--- config.mk ---
export PLATFORM = sky130hd
export DESIGN_NAME = conv_window_ctrl
export DESIGN_NICKNAME = d
export VERILOG_FILES = /design/src/rtl/cnn_pkg.sv /design/src/rtl/raster_counter.sv /design/src/rtl/conv_window_ctrl.sv
export SDC_FILE = /design/constraint.sdc
export NUM_CORES = 1
export LEC_CHECK = 0
export ABC_CLOCK_PERIOD_IN_PS = 1500
export BUFFER_PORTS_ARGS = -buffer_cell sky130_fd_sc_hd__buf_2
export CAP_MARGIN = 20
export CORE_UTILIZATION = 35
export DETAILED_ROUTE_END_ITERATION = 10
export PLACE_DENSITY = 0.85
export SLEW_MARGIN = 40
export SYNTH_ARGS = -nofsm -noshare
export SYNTH_HDL_FRONTEND = slang
export SYNTH_SLANG_ARGS = --single-unit
--- constraint.sdc ---
create_clock -name clk -period 1.5 [get_ports clk]
set_clock_uncertainty 0.2 [all_clocks]
set_input_delay 0.45 -clock clk [delete_from_list [all_inputs] [get_ports clk]]
set_output_delay 0.45 -clock clk [all_outputs]
set_load 0.05 [all_outputs]
--- src/rtl/cnn_pkg.sv ---
`default_nettype none
// ============================================================================
// Module      : cnn_pkg
// Description : Shared widths and controller state type for the CNN datapath.
// Revision    : 1.0 - initial release
// ============================================================================
package cnn_pkg;

   localparam int PIX_W    = 16;
   localparam int LB_PIX_W = 8;

   typedef enum logic [1:0] {
      IDLE   = 2'd0,
      STREAM = 2'd1,
      DONE   = 2'd2
   } ctrl_state_t;

   // Counter width that stays legal for a degenerate 1-entry range.
   function automatic int cnt_w(input int n);
      return (n > 1) ? $clog2(n) : 1;
   endfunction

endpackage
`default_nettype wire

--- src/rtl/raster_counter.sv ---
`default_nettype none
// ============================================================================
// Module      : raster_counter
// Description : Raster col/row position counter with clear, increment and
//               last-pixel flag; wraps to (0,0) after the last pixel.
// Revision    : 1.0 - initial release
// ============================================================================
module raster_counter
   import cnn_pkg::*;
#(
   parameter int COLS = 4,
   parameter int ROWS = 4,
   parameter int CW   = cnt_w(COLS),
   parameter int RW   = cnt_w(ROWS)
) (
   input  logic          clk,
   input  logic          rst,
   input  logic          clr_i,
   input  logic          inc_i,
   output logic [CW-1:0] col_o,
   output logic [RW-1:0] row_o,
   output logic          last_o
);

   localparam logic [CW-1:0] C_COL_LAST = CW'(COLS - 1);
   localparam logic [RW-1:0] C_ROW_LAST = RW'(ROWS - 1);

   logic [CW-1:0] col_q, col_d;
   logic [RW-1:0] row_q, row_d;

   always_comb begin
      col_d = col_q;
      row_d = row_q;
      if (clr_i) begin
         col_d = '0;
         row_d = '0;
      end else if (inc_i) begin
         if (col_q == C_COL_LAST) begin
            col_d = '0;
            row_d = (row_q == C_ROW_LAST) ? '0 : row_q + RW'(1);
         end else begin
            col_d = col_q + CW'(1);
         end
      end
   end

   always_ff @(posedge clk) begin
      if (!rst) begin
         col_q <= '0;
         row_q <= '0;
      end else begin
         col_q <= col_d;
         row_q <= row_d;
      end
   end

   assign col_o  = col_q;
   assign row_o  = row_q;
   assign last_o = (col_q == C_COL_LAST) && (row_q == C_ROW_LAST);

endmodule
`default_nettype wire

--- src/rtl/conv_window_ctrl.sv ---
`default_nettype none
// ============================================================================
// Module      : conv_window_ctrl
// Description : Line-buffer / KxK window sequencer for one convolution layer.
//               Define CONV_WIN_STRIDE2_EN to flag only stride-2 windows.
// Revision    : 1.0 - initial release
// ============================================================================
module conv_window_ctrl
   import cnn_pkg::*;
#(
   parameter int IMG_W = 4,
   parameter int IMG_H = 4,
   parameter int K     = 3
) (
   input  logic                     clk,
   input  logic                     rst,
   input  logic                     start,
   input  logic                     pix_valid,
   input  logic [PIX_W-1:0]         pix_in,
   output logic                     pix_ready,
   input  logic                     out_ready,
   output logic                     lb_en,
   output logic [PIX_W-1:0]         lb_pixel,
   output logic                     win_valid,
   output logic [$clog2(IMG_H)-1:0] win_row,
   output logic [$clog2(IMG_W)-1:0] win_col,
   output logic                     busy,
   output logic                     done
);

   localparam int RW = $clog2(IMG_H);
   localparam int CW = $clog2(IMG_W);

   localparam logic [RW-1:0] C_K_ROW = RW'(K - 1);
   localparam logic [CW-1:0] C_K_COL = CW'(K - 1);

   ctrl_state_t   state_q, state_d;
   logic          win_valid_q, win_valid_d;
   logic [RW-1:0] win_row_q, win_row_d;
   logic [CW-1:0] win_col_q, win_col_d;

   logic          w_accept;
   logic          w_clr;
   logic          w_last;
   logic          w_in_window;
   logic          w_stride_ok;
   logic [CW-1:0] w_col;
   logic [RW-1:0] w_row;

   assign pix_ready = (state_q == STREAM) && out_ready;
   assign w_accept  = pix_valid && pix_ready;
   assign lb_en     = w_accept;
   assign lb_pixel  = pix_in;
   assign w_clr     = (state_q == IDLE) && start;

   raster_counter #(
      .COLS (IMG_W),
      .ROWS (IMG_H),
      .CW   (CW),
      .RW   (RW)
   ) u_raster_counter (
      .clk    (clk),
      .rst    (rst),
      .clr_i  (w_clr),
      .inc_i  (w_accept),
      .col_o  (w_col),
      .row_o  (w_row),
      .last_o (w_last)
   );

   assign w_in_window = (w_row >= C_K_ROW) && (w_col >= C_K_COL);

`ifdef CONV_WIN_STRIDE2_EN
   // Even offset from the first window position <=> matching LSB.
   assign w_stride_ok = (w_row[0] == C_K_ROW[0]) && (w_col[0] == C_K_COL[0]);
`else
   assign w_stride_ok = 1'b1;
`endif

   always_comb begin
      state_d = state_q;
      case (state_q)
         IDLE:    if (start) state_d = STREAM;
         STREAM:  if (w_accept && w_last) state_d = DONE;
         DONE:    state_d = IDLE;
         default: state_d = IDLE;
      endcase
   end

   always_comb begin
      win_valid_d = w_accept && w_in_window && w_stride_ok;
      win_row_d   = win_row_q;
      win_col_d   = win_col_q;
      if (win_valid_d) begin
         win_row_d = w_row;
         win_col_d = w_col;
      end
   end

   always_ff @(posedge clk) begin
      if (!rst) begin
         state_q     <= IDLE;
         win_valid_q <= 1'b0;
         win_row_q   <= '0;
         win_col_q   <= '0;
      end else begin
         state_q     <= state_d;
         win_valid_q <= win_valid_d;
         win_row_q   <= win_row_d;
         win_col_q   <= win_col_d;
      end
   end

   assign win_valid = win_valid_q;
   assign win_row   = win_row_q;
   assign win_col   = win_col_q;
   assign busy      = (state_q == STREAM);
   assign done      = (state_q == DONE);

endmodule
`default_nettype wire

==> results.py <==
metrics = {
    "status": {
        "status": "complete, but fails checks",
        "violations": "negative setup slack",
    },
    "worst_hold_path": {
        "hold_path.class": "flop to flop",
    },
    "global_routing": {
        "grt_max_degree": 12,
        "overflow": 0,
        "grt_antenna_before_repair": 0,
        "grt_pass1_wl_um": 1700,
        "grt_pass1_vias": 430,
        "grtUsageTotal_pct": 12.2,
    },
    "clock_tree": {
        "htreeDepth": 1,
        "clk_latency_ns": 0.27,
        "clockBufferDepth": 2,
        "root_buffer": "clkbuf_4",
        "numCtsBuffers": 3,
        "path_clk_slew_ns": 0.07,
        "cts.sinks": 11,
        "cts_tree": "yes",
        "cts-hold-fix-buffers": 0,
    },
    "routing": {
        "dr_total_vias": 463,
        "wl_per_cell_um": 11.0,
        "dr.pass1.iters": 2,
        "avgViaCountPerCell": 4.58,
        "drcViolationCount": 0,
        "drt-total-wl_um": 1110,
        "ant_nets": 0,
        "drtIter0Drc": 1,
    },
    "sta": {
        "setup_ws_ns": -0.253,
        "period_share_pct": 117,
        "maxSlewHeadroom_pct": 83.2,
        "drv_slew": 0,
        "worst_hold_slack_ns": 0.258,
        "rsz0062_at_grt": "yes",
        "fmax_mhz": 570,
        "finalCriticalPeriod_ns": 1.75,
        "worst_pin_slew_ns": 0.250,
        "hold_viol": 0,
        "setup_tns_ns": -1.07,
        "setup_viol": 9,
    },
    "critical_path": {
        "endpoint_kind": "output port",
        "r2r_slack_ns": -0.08,
        "slowest_delay_ns": 0.35,
        "crit_start": "state_q[1]",
        "required_ns": 0.85,
        "slowest_stage": "dfxtp_2",
        "r2r_end": "win_col[0]",
        "crit_arrival_ns": 1.10,
        "start_kind": "flop",
        "crit_chain": "and4b_2, buf_6",
        "crit_end": "lb_en",
        "r2r-start": "state_q[1]",
        "critPathMaxFanout": 4,
        "critPathKind": "flop to output port",
        "r2r_cells": 5,
    },
    "floorplan": {
        "start_util_pct": 37.1,
        "die_w_um": 44.5,
        "fp.coreArea_um2": 1710,
        "placementRows": 15,
        "dieHeight_um": 44.5,
        "ios": 46,
        "dieArea_um2": 1980,
    },
    "final_layout": {
        "drive_gt1_share_pct": 40.8,
        "num_antenna_cells": 0,
        "num-nets-final": 102,
        "final_util_pct": 44.0,
        "area_delta_synth_final_pct": 18.6,
    },
    "yosys": {
        "synth_area_leaders": "dfxtp_1, buf_4, ha_1",
        "synth_seq_area_share_pct": 34.8,
        "syn_area_um2": 633,
        "synth_cell_types": 20,
        "synth_top_area_cell": "dfxtp_1",
        "synth.top_cell.area_share_pct": 34.8,
        "synthCells": 70,
        "synthesis.nets": 95,
        "ys_seq_elements": 11,
        "ys_warn_count": 0,
        "avgSynthCellArea_um2": 9.04,
    },
    "power": {
        "power_density_nw_per_um2": 766,
        "p_total_uw": 575,
        "total_leakage_power_nw": 0.335,
        "ir_drop_mv": 0.427,
    },
    "placed_design": {
        "gp_congestion": 0.789,
        "portBuffers": 13,
        "hpwl_um": 838,
    },
    "flow_run": {
        "cap_violations": 0,
    },
}
-- Yosys cell counts --
cell       n
buf_4     17
dfxtp_1   11
nand2_1    8
inv_1      5
mux2i_1    5
ha_1       4
nor2_1     4
a311oi_1   2
a31oi_1    2
and2_1     2
a211oi_1   1
a21oi_1    1
and4_1     1
and4b_1    1
buf_6      1
clkbuf_1   1
nor2b_1    1
o211ai_1   1
o221a_2    1
o31ai_1    1
-- registers in the layout, summed over array words and instances (netlist names) --
name / count
win_valid: 1
u_raster_counter.row_o: 2
win_row: 2
state_q: 2
u_raster_counter.col_o: 2
win_col: 2
-- per-stage QoR --
stage / instances / area (um^2) / worst slack (ns)
after CTS: 99 / 718 / -0.262
after global placement: 94 / 638 / -0.186
final: 101 / 751 / -0.253
after global routing: 101 / 751 / -0.270
after floorplan: 70 / 647 / -0.129
after detailed placement: 94 / 638 / -0.184
-- worst min-delay path by stage --
stage	start	to	slack [ns]	cells past startpoint
2_1_floorplan	u_raster_counter.col_o[0]	win_col[0]	0.28	2
3_3_place_gp	win_row[1]	win_row[1]	0.24	2
3_5_place_dp	win_col[1]	win_col[1]	0.24	2
4_1_cts	win_col[1]	win_col[1]	0.26	2
5_1_grt	win_row[0]	win_row[0]	0.28	2
6_report	win_col[1]	win_col[1]	0.26	2
-- power by group --
group          total (mW)  switching [mW]  internal [mW]
clock               0.199          0.0965          0.103
combinational      0.0768          0.0394         0.0375
sequential          0.299         0.00336          0.296
-- critical path, delay by kind of cell, from the launching register on --
family | cells | cell delay, ns
buffers and inverters | 1 | 0.17
and+or+nand+nor | 1 | 0.32
DFF | 1 | 0.35
-- per-layer routing --
layer  wire length (um)  track usage [%]  vias to the layer above
li1                   -                -                      230
met1                498             12.0                      214
met2                513             19.4                       15
met3                 77             4.49                        4
met4                 17             11.5                        0
met5                  0                0                        -
-- cell families (layout without fill, tap and decap cells) --
kind of cell               after synthesis  after routing  share of synthesized area (%)
DFF                                     11             11                           34.8
muxes                                    5              5                           7.91
AOI/OAI and AO/OA                        9              9                           10.9
buffers and inverters                   24             30                           25.5
and+or+nand+nor                         17             17                           13.0
adders and majority gates                4              4                           7.91
-- repair_timing --
| action | 4_1_cts | 5_1_grt |
|---|---|---|
| setup buffers | 1 | 2 |
| endpoints found under the setup margin | 12 | 12 |
| gates resized for setup | 14 | 6 |
-- cell usage in the layout (no fill, tap or decap), types with 2 or more instances in the layout --
cell / count
a311oi_1: 2
buf_4: 9
buf_6: 4
nand2_1: 8
dfxtp_2: 2
a31oi_1: 2
clkbuf_4: 5
inv_1: 5
dfxtp_1: 9
buf_8: 2
nor2_1: 3
ha_1: 4
buf_2: 4
mux2i_1: 5
-- final cells by class --
class,instances,area [um^2]
tap,25,31.3
multi-input combinational,35,274
timing repair buffer,21,178
fill,163,957
inverter,5,18.8
clock buffer,4,26.3
sequential,11,223
(Power assumes the default switching activity.)
